===== config.mk =====
export PLATFORM = sky130hd
export DESIGN_NAME = uart_rx
export DESIGN_NICKNAME = d
export VERILOG_FILES = /design/src/rtl/uart_pkg.sv /design/src/rtl/sync_2ff.sv /design/src/rtl/uart_rx.sv
export SDC_FILE = /design/constraint.sdc
export NUM_CORES = 1
export LEC_CHECK = 0
export ABC_CLOCK_PERIOD_IN_PS = 2300
export CORE_AREA = 2 2 66 68
export CTS_CLUSTER_DIAMETER = 80
export DETAILED_ROUTE_END_ITERATION = 10
export DIE_AREA = 0 0 68 70
export PLACE_DENSITY = 0.58
export SLEW_MARGIN = 25
export SYNTH_ARGS = -nofsm -noshare
export SYNTH_HDL_FRONTEND = slang
export SYNTH_HIERARCHICAL = 1
export SYNTH_SLANG_ARGS = --single-unit

===== constraint.sdc =====
create_clock -name clk -period 2.3 [get_ports clk]
set_input_delay 0.345 -clock clk [delete_from_list [all_inputs] [get_ports clk]]
set_output_delay 0.345 -clock clk [all_outputs]
set_load 0.01 [all_outputs]

===== src/rtl/uart_pkg.sv =====
// Shared UART definitions: receiver state encoding and default bit period.
// Latency: n/a (package only).
// Backpressure: n/a (package only).
package uart_pkg;

    // Default clk cycles per UART bit, shared by uart_tx and uart_rx.
    localparam int UART_CLKDIV = 128;

    // Receiver FSM states.
    typedef enum logic [2:0] {
        ST_IDLE  = 3'd0,
        ST_START = 3'd1,
        ST_DATA  = 3'd2,
        ST_STOP  = 3'd3,
        ST_BREAK = 3'd4
    } uart_rx_state_e;

endpackage : uart_pkg


===== src/rtl/sync_2ff.sv =====
// Two-flop synchronizer for a single asynchronous input bit.
// Latency: 2 clk cycles from input change to output change.
// Backpressure: none, free-running.
module sync_2ff #(
    parameter logic RST_VAL = 1'b0
) (
    input  logic clk_i,
    input  logic rst_ni,
    input  logic d_i,
    output logic q_o
);

    logic meta_q;
    logic sync_q;

    // Two back-to-back flops; both come out of reset at RST_VAL so the
    // output does not glitch when reset releases on an idle line.
    always_ff @(posedge clk_i or negedge rst_ni) begin
        if (!rst_ni) begin
            meta_q <= RST_VAL;
            sync_q <= RST_VAL;
        end else begin
            meta_q <= d_i;
            sync_q <= meta_q;
        end
    end

    assign q_o = sync_q;

endmodule : sync_2ff


===== src/rtl/uart_rx.sv =====
// 8N1 UART receiver, LSB first, mid-bit sampling with a CLKDIV-cycle bit timer.
// Latency: result pulse one cycle after the stop-bit mid-sample (~2 + 9.5*CLKDIV cycles after start edge).
// Backpressure: none; each good byte overwrites rx_data whether consumed or not.
module uart_rx
    import uart_pkg::*;
#(
    parameter int CLKDIV = UART_CLKDIV
) (
    input  logic       clk,
    input  logic       rst,
    input  logic       rx_pin,
    output logic [7:0] rx_data,
    output logic       rx_valid,
    output logic       rx_busy,
    output logic       rx_frame_err
);

    localparam int            CW        = $clog2(CLKDIV);
    localparam logic [CW-1:0] HALF_LOAD = CW'(CLKDIV / 2 - 1);
    localparam logic [CW-1:0] FULL_LOAD = CW'(CLKDIV - 1);
    localparam logic [CW-1:0] CNT_ONE   = CW'(1);

    logic           line;
    logic           line_prev_q;

    uart_rx_state_e state_q,  state_d;
    logic [CW-1:0]  bitcnt_q, bitcnt_d;
    logic [2:0]     bitidx_q, bitidx_d;
    logic [7:0]     shift_q,  shift_d;
    logic [7:0]     data_q,   data_d;
    logic           valid_q,  valid_d;
    logic           ferr_q,   ferr_d;
    logic           busy_q,   busy_d;

    // rx_pin is asynchronous; everything below only ever looks at 'line'.
    sync_2ff #(
        .RST_VAL (1'b1)
    ) u_sync (
        .clk_i  (clk),
        .rst_ni (rst),
        .d_i    (rx_pin),
        .q_o    (line)
    );

    // Next-state logic: start-bit qualification, data shifting, stop check.
    always_comb begin
        state_d  = state_q;
        bitcnt_d = bitcnt_q;
        bitidx_d = bitidx_q;
        shift_d  = shift_q;
        data_d   = data_q;
        valid_d  = 1'b0;
        ferr_d   = 1'b0;

        unique case (state_q)
            ST_IDLE: begin
                // Falling edge: wait half a bit to land mid start bit.
                if (!line && line_prev_q) begin
                    bitcnt_d = HALF_LOAD;
                    state_d  = ST_START;
                end
            end

            ST_START: begin
                if (bitcnt_q == '0) begin
                    if (!line) begin
                        bitcnt_d = FULL_LOAD;
                        bitidx_d = '0;
                        state_d  = ST_DATA;
                    end else begin
                        // Line went back high: treat as a glitch, no pulse.
                        state_d = ST_IDLE;
                    end
                end else begin
                    bitcnt_d = bitcnt_q - CNT_ONE;
                end
            end

            ST_DATA: begin
                if (bitcnt_q == '0) begin
                    shift_d  = {line, shift_q[7:1]};
                    bitcnt_d = FULL_LOAD;
                    if (bitidx_q == 3'd7) begin
                        state_d = ST_STOP;
                    end else begin
                        bitidx_d = bitidx_q + 3'd1;
                    end
                end else begin
                    bitcnt_d = bitcnt_q - CNT_ONE;
                end
            end

            ST_STOP: begin
                if (bitcnt_q == '0) begin
                    if (line) begin
                        data_d  = shift_q;
                        valid_d = 1'b1;
                        state_d = ST_IDLE;
                    end else begin
                        // Low stop bit: report and park until the line idles.
                        ferr_d  = 1'b1;
                        state_d = ST_BREAK;
                    end
                end else begin
                    bitcnt_d = bitcnt_q - CNT_ONE;
                end
            end

            ST_BREAK: begin
                if (line) begin
                    state_d = ST_IDLE;
                end
            end

            default: begin
                state_d = ST_IDLE;
            end
        endcase

        busy_d = (state_d != ST_IDLE);
    end

    // State and registered outputs; line_prev_q tracks every cycle so an edge
    // arriving just as STOP returns to IDLE is still seen next cycle.
    always_ff @(posedge clk or negedge rst) begin
        if (!rst) begin
            state_q     <= ST_IDLE;
            bitcnt_q    <= '0;
            bitidx_q    <= '0;
            shift_q     <= '0;
            data_q      <= 8'h00;
            valid_q     <= 1'b0;
            ferr_q      <= 1'b0;
            busy_q      <= 1'b0;
            line_prev_q <= 1'b1;
        end else begin
            state_q     <= state_d;
            bitcnt_q    <= bitcnt_d;
            bitidx_q    <= bitidx_d;
            shift_q     <= shift_d;
            data_q      <= data_d;
            valid_q     <= valid_d;
            ferr_q      <= ferr_d;
            busy_q      <= busy_d;
            line_prev_q <= line;
        end
    end

    assign rx_data      = data_q;
    assign rx_valid     = valid_q;
    assign rx_frame_err = ferr_q;
    assign rx_busy      = busy_q;

endmodule : uart_rx


==> results of run 1 <==
==> stage by stage <==
step	total power, mW	utilization	std cells	hold slack (ns)	setup WS [ns]
2_1_floorplan	0.891	-	132	0.0494	0.197
3_3_place_gp	0.951	0.431	198	0.346	0.216
3_5_place_dp	0.973	0.431	198	0.347	0.117
4_1_cts	1.42	0.453	206	0.353	0.106
5_1_grt	1.49	0.454	206	0.366	0.0597
6_report	1.40	0.454	206	0.355	0.204
==> power groups by stage <==
stage	clock [mW]	combinational [mW]	sequential (mW)
final	0.440	0.230	0.733
after global routing	0.487	0.260	0.743
after CTS	0.459	0.233	0.730
after detailed placement	0	0.230	0.743
after global placement	0	0.215	0.737
after floorplan	0	0.164	0.727
==> worst max-delay path by stage <==
stage | from | slack (ns) | end
after floorplan | bitcnt_q[0] | 0.20 | bitcnt_q[1]
after global placement | bitcnt_q[0] | 0.22 | rx_data[6]
after detailed placement | bitcnt_q[0] | 0.12 | rx_data[0]
after CTS | bitcnt_q[0] | 0.11 | rx_data[2]
after global routing | bitcnt_q[0] | 0.06 | bitcnt_q[0]
final | bitcnt_q[0] | 0.20 | bitcnt_q[1]
==> per-layer routing <==
| layer | GRT usage | wire length [µm] | vias to the layer above |
|---|---|---|---|
| met5 | 0 | 0 | - |
| met4 | 0.0667 | 52 | 0 |
| met3 | 0.0483 | 108 | 5 |
| met2 | 0.194 | 1310 | 19 |
| met1 | 0.174 | 1240 | 531 |
| li1 | - | - | 507 |
==> worst reg2reg max path: stages, from the launching register on <==
cell and delay [ns]:
dfrtp_1 0.38, inv_1 0.09, ha_1 0.20, or3b_4 0.44, nor2_1 0.14, o211ai_2 0.20, nor2_1 0.18, mux2_2 0.35
==> Yosys cell counts, types with 2 or more instances <==
master     number  share of area
dfrtp_1        32           0.51
mux2_2         17           0.12
nor2_1         10          0.024
nand2_1         9          0.021
inv_1           8          0.019
nor3_1          7          0.022
o21ai_0         6          0.019
o22a_1          4          0.022
dfstp_2         3          0.050
ha_1            3          0.024
nand2b_1        3          0.012
nor2b_1         3          0.012
clkbuf_1        2         0.0048
nand4_1         2         0.0079
o2bb2ai_1       2          0.011
or3_1           2         0.0079
==> state kept, by name, summed over array words and instances (netlist names) <==
| signal | cells |
|---|---|
| rx_busy | 1 |
| rx_valid | 1 |
| shift_q | 8 |
| state_q | 3 |
| u_sync/q_o | 1 |
| rx_frame_err | 1 |
| u_sync/meta_q | 1 |
| line_prev_q | 1 |
| rx_data | 8 |
| bitidx_q | 3 |
| bitcnt_q | 7 |
==> cell type report <==
class	count	area [µm²]	share of cell area
Clock inverter	3	20.0	0.0106
Timing Repair Buffer	17	160	0.0850
Tap cell	52	65.1	0.0346
Multi-Input combinational cell	86	659	0.350
Inverter	8	30.0	0.0159
Clock buffer	5	68.8	0.0365
Sequential cell	35	880	0.467
==> cell families (layout without fill, tap and decap cells) <==
family / count (synthesis) / count (layout) / share of synthesized area
buffers and inverters: 11 / 33 / 0.0270
adders and majority gates: 3 / 3 / 0.0238
and+or+nand+nor: 44 / 44 / 0.158
muxes: 19 / 19 / 0.138
AOI/OAI and AO/OA: 20 / 20 / 0.0946
DFF: 35 / 35 / 0.559
==> timing repair <==
action                                  4_1_cts  5_1_grt
resized for setup                             0        2
hold endpoints to repair                      0        0
endpoints found under the setup margin        0        8
==> results.py, run 1 <==
metrics = {
    "yosys": {
        "ys_types": 35,
        "synth-edff-count": 0,
        "syn_avg_cell_area_um2": 11.9,
        "synth_area_um2": 1570,
        "synth_top_flop_cell": "dfrtp_1",
        "synth_cells": 132,
        "ys.warnings.count": 6,
        "ys_seq_area_frac": 0.559,
        "syn_nets": 138,
        "ys_seq_elements": 35,
        "synthArstFlopShare": 1.00,
    },
    "drt": {
        "drc": 0,
        "drt_iter0_drc": 45,
        "via_per_inst": 5.16,
        "first_pass_iters": 4,
        "vias": 1062,
        "wl_mm": 2.72,
        "routedWlPerCell_um": 13.2,
        "ant_nets": 0,
    },
    "setup_path": {
        "cpPeakStageDelay_ns": 0.44,
        "worstPathRequired_ns": 2.47,
        "ff2ff_path_depth": 7,
        "r2r-start": "bitcnt_q[0]",
        "critPathTopFamily": "simple AND/OR/NAND/NOR gates",
        "r2r-end": "bitcnt_q[1]",
        "rrSetupSlack_ns": 0.20,
        "worstPathCellList": "inv_1 -> ha_1 -> or3b_4 -> nor2_1 -> o211ai_2 -> nor2_1 -> mux2_2",
        "cpMostUsedCell": "nor2_1",
        "worstPathArrival_ns": 2.27,
        "cp.depth": 7,
        "cp_num_buf_inv": 1,
        "crit_type": "flip-flop to flip-flop",
        "end_kind": "flip-flop",
        "crit_fanout": 8,
        "crit_path_start_kind": "flip-flop",
        "slowest_stage": "or3b_4",
    },
    "clock_tree": {
        "clk_latency_ns": 0.29,
        "root_buffer": "clkbuf_8",
        "clk_pin_slew_worst_paths_ns": 0.07,
        "tritoncts": "built",
        "numCtsBuffers": 5,
        "cts_buffer_depth": 2,
        "cts.htree.levels": 2,
        "holdBufCountCts": 0,
        "clock_sinks": 35,
        "cts_setup_buffers": 0,
    },
    "grt": {
        "grt.overflow.total": 0,
        "grt_pass1_wl_mm": 4.66,
        "grt_max_degree": 36,
        "gr-usage-all-layers": 0.134,
        "antenna_found_initial": 0,
        "grt_pass1_vias": 996,
    },
    "power": {
        "power.switching_mw": 0.405,
        "switching_share": 0.289,
        "p_int_mw": 0.998,
        "irDropWorstVdd_mv": 0.345,
        "combPwrFrac": 0.164,
        "power.share.clock": 0.314,
        "leakage_nw": 0.829,
        "seq_power_share": 0.522,
        "power_density_nw_per_um2": 745,
    },
    "final_layout": {
        "mostFrequentLayoutCells": "32 x dfrtp_1, 17 x mux2_2, 13 x clkdlybuf4s50_1, 10 x nor2_1, 9 x nand2_1",
        "final_common_cell": "dfrtp_1",
        "num_antenna_cells": 0,
        "drive_gt1_frac": 0.266,
        "nets": 159,
        "fillers": 375,
        "syn2layout_area_growth_pct": 19.6,
        "final_area_um2": 1880,
    },
    "min_path": {
        "hold_depth": 0,
        "hold_path_end": "u_sync/q_o",
        "worstHoldStart": "u_sync/meta_q",
        "hold_path.class": "flip-flop to flip-flop",
    },
    "place": {
        "dp_hpwl_mm": 1.92,
        "place_congestion": 0.842,
        "dpl-instance-area_um2": 1790,
        "portBuffers": 13,
    },
    "sta": {
        "final-setup-viol-count": 0,
        "hold_viol": 0,
        "fin_crit_ns": 2.10,
        "fin_crit_sh": 0.911,
        "setup_tns_ns": 0,
        "slew_violations": 0,
        "rsz0062_at_grt": "false",
        "max_slew_margin": 0.687,
        "max_freq_mhz": 477,
        "worst_pin_slew_ns": 0.468,
        "skew_ns": 0.00755,
    },
    "floorplan": {
        "ios": 14,
        "chipWidth_um": 68,
        "coreArea_um2": 4140,
        "design.die.area_um2": 4760,
        "rows": 24,
        "die_h_um": 70,
        "initial_utilization": 0.380,
    },
    "flow_run": {
        "maxCapViolCount": 0,
    },
    "outcome": {
        "status": "complete, no violations",
    },
}
Note: power is estimated with default switching activity, not from simulation.
==> run 2, diff against run 1 <==
- ABC_CLOCK_PERIOD_IN_PS: 2300 -> 2000
- clock period: 2.3 -> 2 ns (I/O delays scaled with it)
==> results.py, run 2 (synthesized netlist as in run 1, its figures left out) <==
metrics = {
    "place": {
        "dp_hpwl_mm": 2.03,
        "portBuffers": 13,
        "place_inst": 206,
        "place_ws_ns": -0.0688,
        "place_congestion": 0.785,
    },
    "grt": {
        "grt.overflow.total": 0,
        "grt_max_degree": 36,
        "use_met1": 0.166,
        "gr-usage-all-layers": 0.135,
        "grt_pass1_wl_mm": 4.76,
        "use_met2": 0.211,
        "antenna_found_initial": 0,
        "busiest_layer": "met2",
        "grt_pass1_vias": 1069,
        "grt_use_met3": 0.0451,
    },
    "setup_path": {
        "cp_num_buf_inv": 1,
        "crit_fanout": 9,
        "rrSetupSlack_ns": 0.02,
        "r2r-end": "rx_data[6]",
        "worstPathArrival_ns": 2.16,
        "slowest_stage": "or3b_4",
        "critPathTopFamily": "simple AND/OR/NAND/NOR gates",
        "r2r-start": "bitcnt_q[0]",
        "crit_type": "flip-flop to flip-flop",
        "end_kind": "flip-flop",
        "crit_path_start_kind": "flip-flop",
        "ff2ff_path_depth": 7,
        "worstPathCellList": "inv_2 -> ha_2 -> or3b_4 -> nor3_4 -> and3_4 -> nand2_8 -> mux2_4",
        "cpPeakStageDelay_ns": 0.42,
        "worstPathRequired_ns": 2.17,
    },
    "sta": {
        "fin_crit_sh": 0.992,
        "max_slew_margin": 0.710,
        "setup_ws_ns": 0.0161,
        "fin_crit_ns": 1.98,
        "holdWs_ns": 0.358,
        "skew_ns": 0.00577,
        "hold_viol": 0,
        "max_freq_mhz": 504,
        "rsz0062_at_grt": "true",
        "slew_violations": 0,
        "final-setup-viol-count": 0,
        "worst_pin_slew_ns": 0.436,
    },
    "power": {
        "seq_power_share": 0.471,
        "switching_share": 0.266,
        "p_int_mw": 1.33,
        "power.switching_mw": 0.482,
        "power_density_nw_per_um2": 892,
        "combPwrFrac": 0.185,
        "power.share.clock": 0.345,
        "irDropWorstVdd_mv": 0.510,
        "leakage_nw": 0.900,
        "power_mw": 1.81,
    },
    "floorplan": {
        "die_h_um": 70,
        "chipWidth_um": 68,
        "design.die.area_um2": 4760,
        "rows": 24,
        "coreArea_um2": 4140,
        "initial_utilization": 0.380,
        "ios": 14,
    },
    "final_layout": {
        "num_antenna_cells": 0,
        "syn2layout_area_growth_pct": 28.9,
        "nets": 168,
        "drive_gt1_frac": 0.344,
        "final_common_cell": "dfrtp_1",
        "final_util": 0.489,
        "mostFrequentLayoutCells": "32 x dfrtp_1, 16 x mux2_2, 13 x clkdlybuf4s50_1, 11 x buf_4, 9 x nand2_1",
        "final_cell_count_no_fill": 215,
    },
    "min_path": {
        "hold_depth": 0,
        "hold_path.class": "flip-flop to flip-flop",
        "worstHoldStart": "u_sync/meta_q",
        "hold_path_end": "u_sync/q_o",
    },
    "flow_run": {
        "maxCapViolCount": 0,
    },
    "drt": {
        "wl_mm": 2.92,
        "drt_iter0_drc": 24,
        "drc": 0,
        "ant_nets": 0,
        "first_pass_iters": 4,
        "via_per_inst": 4.92,
        "vias": 1057,
        "routedWlPerCell_um": 13.6,
    },
    "clock_tree": {
        "cts.htree.levels": 2,
        "tritoncts": "built",
        "clk_pin_slew_worst_paths_ns": 0.07,
        "numCtsBuffers": 5,
        "clk_latency_ns": 0.28,
        "cts_buffer_depth": 2,
        "root_buffer": "clkbuf_8",
        "clock_sinks": 35,
        "holdBufCountCts": 0,
    },
    "outcome": {
        "status": "complete, no violations",
    },
}
run 2: cell count changes in the layout (fill, tap and decap cells not counted), moves of 2 or more:
cell,previous run,this run
buf_4,4,11
buf_6,0,2
clkinvlp_4,2,0
nor2_1,10,8
nor2_2,0,2
run 2: per-layer routing:
| metal | vias to the layer above | share of wire |
|---|---|---|
| met5 | - | 0 |
| met4 | 0 | 0.017 |
| met3 | 4 | 0.027 |
| met2 | 11 | 0.48 |
| met1 | 515 | 0.48 |
| li1 | 527 | - |
run 2: power groups by stage:
stage                     clock (mW)  combinational (mW)  sequential [mW]
after floorplan                    0               0.195            0.842
after global placement             0               0.298            0.854
after detailed placement           0               0.310            0.857
after CTS                      0.647               0.315            0.845
after global routing           0.679               0.376            0.860
final                          0.624               0.334            0.852
run 2: layout make-up:
type | count | area, µm²
timing repair buffer | 26 | 235
inverter | 8 | 30.0
clock inverter | 3 | 43.8
multi-input combinational | 86 | 706
tap | 52 | 65.1
sequential | 35 | 880
fill | 384 | 2120
clock buffer | 5 | 68.8
run 2: worst max-delay path by stage:
stage	start	endpoint	slack [ns]	depth (start not counted)
after floorplan	bitcnt_q[0]	bitcnt_q[1]	-0.03	8
after global placement	bitcnt_q[0]	rx_data[5]	0.01	7
after detailed placement	bitcnt_q[0]	rx_data[6]	-0.07	7
after CTS	bitcnt_q[0]	rx_data[6]	0.003	7
after global routing	bitcnt_q[1]	rx_data[6]	-0.06	7
final	bitcnt_q[0]	rx_data[6]	0.02	7
run 2: timing repair:
action / 4_1_cts / 5_1_grt
gates resized for setup: 3 / 11
pin swaps: 0 / 1
setup endpoints to repair: 17 / 25
buffers inserted: 0 / 1
run 2: stage by stage:
stage | cell area, µm² | setup TNS, ns
6_report | 2030 | 0
5_1_grt | 2030 | -0.587
4_1_cts | 1980 | 0
3_5_place_dp | 1860 | -0.593
3_3_place_gp | 1860 | 0
2_1_floorplan | 1580 | -0.237
run 2: worst register-to-register path, cell delays in order, from the launching register on:
cell	delay (ns)
dfrtp_1	0.38
inv_2	0.06
ha_2	0.18
or3b_4	0.42
nor3_4	0.19
and3_4	0.24
nand2_8	0.09
mux2_4	0.31
==> run 3, diff against run 2 <==
- GPL_ROUTABILITY_DRIVEN: unset -> 1
==> results of run 3 <==
The final DEF is identical to that of run 2; final timing and power are the same.
